[src/rtl/state_col_reader.sv]
// state_col_reader: captures a 128-bit AES state and issues it one 32-bit column per handshake
//   clk        rising-edge clock
//   reset      asynchronous, active-low reset
//   load       capture request for data_in (honoured only in IDLE)
//   data_in    state to serialize, column 0 = [NCOL*32-1 -: 32]
//   key_word   round-key column XORed onto the output (only with STATE_COL_READER_KEY_XOR_EN)
//   col_ready  downstream accepts the presented column
//   col_valid  col_byte_* and col_idx are valid
//   col_byte_1..col_byte_4  column bytes, MSB-first
//   col_idx    index of the presented column
//   busy       high from capture until the last column is accepted
//   done       one-cycle pulse after the last column is accepted
// Optional feature macro: STATE_COL_READER_KEY_XOR_EN
module state_col_reader #(
    parameter int NCOL = 4,
    parameter int IDXW = 3
) (
    input  logic              clk,
    input  logic              reset,
    input  logic              load,
    input  logic [NCOL*32-1:0] data_in,
`ifdef STATE_COL_READER_KEY_XOR_EN
    input  logic [31:0]       key_word,
`endif
    input  logic              col_ready,
    output logic              col_valid,
    output logic [7:0]        col_byte_1,
    output logic [7:0]        col_byte_2,
    output logic [7:0]        col_byte_3,
    output logic [7:0]        col_byte_4,
    output logic [IDXW-1:0]   col_idx,
    output logic              busy,
    output logic              done
);
    typedef enum logic [1:0] {IDLE, SEND, FIN} state_t;
    state_t state, state_nxt;
    logic [NCOL*32-1:0] shadow;
    logic [31:0] col_word, nxt_word, out_word;
    logic [IDXW-1:0] nxt_idx;
    logic last, xfer;
    assign last = col_idx == IDXW'(NCOL-1);
    assign xfer = state == SEND && col_ready;
    assign nxt_idx = col_idx + IDXW'(1);
    always_ff @(posedge clk or negedge reset)
        if (!reset)
            state <= IDLE;
        else
            state <= state_nxt;
    always_comb
        state_nxt = state == IDLE ? (load ? SEND : IDLE) :
                    state == SEND ? (col_ready && last ? FIN : SEND) : IDLE;
    always_comb begin
        col_valid = state == SEND;
        busy      = state == SEND;
        done      = state == FIN;
    end
    // Column that follows the presented one, preloaded so the output stays registered.
    always_comb begin
        nxt_word = '0;
        for (int i = 0; i < NCOL; i++)
            if (nxt_idx == IDXW'(i))
                nxt_word = shadow[(NCOL-1-i)*32 +: 32];
    end
    // col_word is cleared after the last column so the bytes read zero outside SEND.
    always_ff @(posedge clk or negedge reset)
        if (!reset) begin
            shadow   <= '0;
            col_idx  <= '0;
            col_word <= '0;
        end else if (state == IDLE && load) begin
            shadow   <= data_in;
            col_idx  <= '0;
            col_word <= data_in[NCOL*32-1 -: 32];
        end else if (xfer) begin
            col_idx  <= last ? '0 : nxt_idx;
            col_word <= last ? '0 : nxt_word;
        end
`ifdef STATE_COL_READER_KEY_XOR_EN
    assign out_word = col_valid ? col_word ^ key_word : '0;
`else
    assign out_word = col_word;
`endif
    assign {col_byte_1, col_byte_2, col_byte_3, col_byte_4} = out_word;
endmodule

[config.mk]
export PLATFORM = sky130hd
export DESIGN_NAME = state_col_reader
export DESIGN_NICKNAME = d
export VERILOG_FILES = /design/src/rtl/state_col_reader.sv
export SDC_FILE = /design/constraint.sdc
export NUM_CORES = 1
export LEC_CHECK = 0
export CORE_MARGIN = 8
export CORE_UTILIZATION = 43
export CTS_CLUSTER_DIAMETER = 80
export DETAILED_ROUTE_END_ITERATION = 12
export GPL_TIMING_DRIVEN = 0
export PLACE_DENSITY = 0.76
export RECOVER_POWER = 100
export SLEW_MARGIN = 10
export SYNTH_ARGS = -nofsm -noshare
export SYNTH_HDL_FRONTEND = slang
export SYNTH_SLANG_ARGS = --single-unit
[constraint.sdc]
create_clock -name clk -period 1.9 [get_ports clk]
set_input_delay 0.38 -clock clk [delete_from_list [all_inputs] [get_ports clk]]
set_output_delay 0.38 -clock clk [all_outputs]
set_load 0.02 [all_outputs]
==> results.txt <==
* Outcome: completed
* Maximum buffer depth of the clock tree: 2
- FF-to-FF End: col_word[13]$_DFFE_PN0P_
- Net Count, Synth: 709
* CTS Root Buffer Type: sky130_fd_sc_hd__clkbuf_16
- The final critical path takes up 99.3% of the cycle.
- Count of final max-slew check failures: 0
* Routability-driven placement congestion ratio: 0.800
- The most critical setup path has its startpoint at col_idx[1]$_DFFE_PN0P_.
- The floorplan step set the die width to 148 um.
* Fraction of power consumed by combinational cells: 41.2%
- At the later pin of the worst-skew pair, clock insertion delay measures 0.43 ns.
- Yosys reg bits: 165
- For this run, design rule violations remaining after detail routing come to 0.
- Post-layout total power: 17.0 mW
- I/O Pins: 170
- Worst path required time: 2.21 ns
- The number of hold violations in the final report came to 0.
- Reg-to-reg critical path startpoint: col_idx[1]$_DFFE_PN0P_
- Cell-internal power: 11.1 mW
* Sequential share of power: 37.6%
* Via count normalized by instance count: 5.75
* Pin count of the biggest net entering global routing: 84
- Violation count after the first detailed-routing iteration: 422
* Fraction of the mapped netlist area in compound gates: 18.2%
* Number of warnings printed during yosys synthesis: 0
* Proportion of synthesized chip area in sequential cells: 55.2%
* Worst Hold Class: reg -> reg
- Summed over all nets, the switching power comes to 5.98 mW.
* Vertical extent of the die: 148 um
* Reg2reg path depth: 7
- Avg Synthesized Cell Area: 13.1 um^2
- Power per Cell Area: 1640 nW/um^2
- Summing the areas of all fa, ha and maj instances in the mapped netlist gives 1.17% of the synthesized area.
* Final-stage net count: 902
- For this block, the via count after detailed routing is 5758.
* Critical path capture point: col_word[13]$_DFFE_PN0P_
* Crit path max fanout: 10
- After clock tree synthesis, the clock-pin slew on the worst setup and hold paths is 0.07 ns.
* Gate count after technology mapping: 570
- Finished Core Util: 60.6%
* Sum of negative setup slack: 0 ns
- For this block, the routed nets add up to 22700 um of wire.
- The H-tree was split into 4 levels.
- TritonCTS built the clock tree.
* Inserted Diodes: 0
- Initial antenna violation count: 0
- Switching Share: 35.1%
- Overall fraction of global-route tracks in use: 20.6%
- Measured against the total synthesized area, the mux share comes to 19.3%.
- At the pin with the least slew margin, the transition time is 0.675 ns.
- Final cell area excluding filler cells: 10400 um^2
- In the final routed layout, each cell accounts on average for 22.7 um.
- Maximum vdd drop: 0.923 mV
- Setup violations remaining at the end of the flow were counted as 0.
- The worst setup path is launched from a flop.
- From synthesis to final layout, the design area changed by 38.8%.
* Number of placement rows: 48
- The top cell type by area accounts for 55.2% of the synthesized area.
- Share of final-layout standard cells stronger than drive strength 1: 30.4%
- Number of distinct library cells after synthesis: 25
- Fmax achieved: 530 MHz
* Cell area after placement: 9500 um^2
* HPWL after detailed placement: 15800 um
- Setup Crit Path Kind: reg -> reg
* CORE AREA: 17100 um^2
- Xor-xnor portion of the synthesized cell area: 0%
* Initial DRT Pass Iterations: 6
* Area of the die: 21900 um^2
* Endpoint type of the worst setup path: flop
- Of the total power, the clock network draws 21.2%.
- Leakage component of the power: 4.34 nW
- Minimum clock period: 1.89 ns
- RSZ-0062 raised after global routing: true
- On the final layout, the worst clock skew is 0.00841 ns.
- Summed over all layers, the global routing overflow is 0.
- Number of sinks driven by the clock tree: 165
* Wire length of the first global-routing pass: 35100 um
* Data arrival time at the worst-slack endpoint: 2.20 ns
- The count of nets left with antenna violations once routing finished came out at 0.
* Mapped Area: 7470 um^2
* Ranking of synthesized cells by area: sky130_fd_sc_hd__dfrtp_1, sky130_fd_sc_hd__mux2_2, sky130_fd_sc_hd__a221o_1
* Area fraction in and, or, nand and nor cells after synthesis: 1.24%
- Vias in the first global route: 6371
- Across the run, the number of max-cap violations was 0.
* Number of cells on the worst hold path: 1
* Worst slew margin relative to its limit: 55.0%
* Number of port buffers: 169
* Initial core utilization: 43.7%
- TritonCTS created 17 clock buffers.
* Library cell occupying the most area in the post-synthesis netlist: sky130_fd_sc_hd__dfrtp_1
* Largest family of logic cells by synthesized area: multiplexers
* R2R Setup Slk: 0.01 ns
==> registers in the layout, indices dropped and copies added (netlist names) <==
name	cells
shadow	128
col_word	32
col_idx	3
state	2
==> cells in the final DEF, fill, tap and decap left out, drive strengths merged <==
cell type and count:
dlygate4sd2 4, clkbuf 32, and2 2, a22oi 32
a22o 34, dlymetal6s2s 4, dlygate4sd3 1, and3 1
nor2 3, inv 13, dfrtp 165, or3 1
o21ai 66, bufinv 3, nor3b 1, clkdlybuf4s50 159
nand3b 1, a21o 2, clkdlybuf4s15 1, a21oi 34
nand2 4, buf 40, ha 7, clkinvlp 2
mux2 128, nor2b 3, a221o 31, clkinv 2
==> power groups by stage <==
stage | clock network (mW) | registers, mW | logic (mW)
4_1_cts | 3.66 | 6.33 | 6.81
6_report | 3.61 | 6.40 | 7.03
3_3_place_gp | 0 | 6.28 | 6.49
2_1_floorplan | 0 | 6.40 | 4.17
5_1_grt | 3.80 | 6.60 | 7.54
3_5_place_dp | 0 | 6.37 | 6.74
==> how the worst min path moves through the flow <==
stage,startpoint,endpoint,slack [ns]
2_1_floorplan,reset,col_idx[0]$_DFFE_PN0P_,0.08
3_3_place_gp,shadow[13]$_DFFE_PN0P_,shadow[13]$_DFFE_PN0P_,0.48
3_5_place_dp,reset,state[0]$_DFF_PN0_,0.42
4_1_cts,shadow[13]$_DFFE_PN0P_,shadow[13]$_DFFE_PN0P_,0.50
5_1_grt,shadow[5]$_DFFE_PN0P_,shadow[5]$_DFFE_PN0P_,0.52
6_report,shadow[5]$_DFFE_PN0P_,shadow[5]$_DFFE_PN0P_,0.50
==> what timing repair did <==
item / CTS / global route
gates resized for setup: 23 / 52
hold buffers: 1 / 0
pin swaps: 1 / 8
hold endpoints to repair: 82 / 0
setup buffers: 1 / 1
gates cloned: 1 / 2
setup endpoints to repair: 35 / 36
==> cell families (layout without fill, tap and decap cells) <==
| family | after synthesis | after routing |
|---|---|---|
| AOI/OAI and AO/OA | 199 | 199 |
| adders and majority gates | 7 | 7 |
| buffers and inverters | 55 | 261 |
| DFF | 165 | 165 |
| muxes | 128 | 128 |
| and+or+nand+nor | 16 | 16 |
==> worst max-delay path: stages (launching register included) <==
cell,delay [ns]
sky130_fd_sc_hd__dfrtp_2,0.46
sky130_fd_sc_hd__ha_4,0.20
sky130_fd_sc_hd__ha_4,0.23
sky130_fd_sc_hd__buf_6,0.13
sky130_fd_sc_hd__buf_12,0.12
sky130_fd_sc_hd__clkbuf_2,0.27
sky130_fd_sc_hd__a22oi_2,0.25
sky130_fd_sc_hd__o21ai_1,0.10
==> cell usage after synthesis <==
cell type,count
sky130_fd_sc_hd__or3_1,1
sky130_fd_sc_hd__nor2_1,3
sky130_fd_sc_hd__a22oi_1,32
sky130_fd_sc_hd__inv_1,5
sky130_fd_sc_hd__nor3b_2,1
sky130_fd_sc_hd__nor2b_2,1
sky130_fd_sc_hd__dfrtp_1,165
sky130_fd_sc_hd__nand2_1,4
sky130_fd_sc_hd__a21oi_1,34
sky130_fd_sc_hd__nor2b_1,2
sky130_fd_sc_hd__a21o_1,2
sky130_fd_sc_hd__o21ai_1,31
sky130_fd_sc_hd__and2_1,2
sky130_fd_sc_hd__mux2_2,128
sky130_fd_sc_hd__clkbuf_1,19
sky130_fd_sc_hd__nand3b_1,1
sky130_fd_sc_hd__buf_8,8
sky130_fd_sc_hd__o21ai_0,35
sky130_fd_sc_hd__ha_1,7
sky130_fd_sc_hd__buf_4,11
sky130_fd_sc_hd__a22o_1,34
sky130_fd_sc_hd__a221o_1,31
sky130_fd_sc_hd__buf_6,1
sky130_fd_sc_hd__and3_1,1
sky130_fd_sc_hd__buf_2,11
==> final cells by class <==
class                   count  area, um^2
inverters                   5        18.8
multi-input cells         350        3100
flip-flops and latches    165        4130
clock buffers              17         425
well taps                 225         282
clock inverters            15         189
plain buffers              48         397
repair buffers            176        1830
fillers                  1323        6750
==> per-layer routing <==
layer	vias up	GRT usage, %	share of wire (%)
met5	-	0	0
met4	0	6.68	1.5
met3	26	5.17	6.4
met2	233	35.0	50
met1	2953	25.2	42
li1	2546	-	-
==> through the flow <==
step / worst slack, ns / std cells / hold slack (ns)
2_1_floorplan: 0.0192 / 570 / 0.0844
3_3_place_gp: -6.45 / 964 / 0.484
3_5_place_dp: -0.267 / 965 / 0.415
4_1_cts: 0.00385 / 999 / 0.505
5_1_grt: -0.0265 / 1001 / 0.521
6_report: 0.0135 / 1001 / 0.504
(Power assumes the default switching activity.)
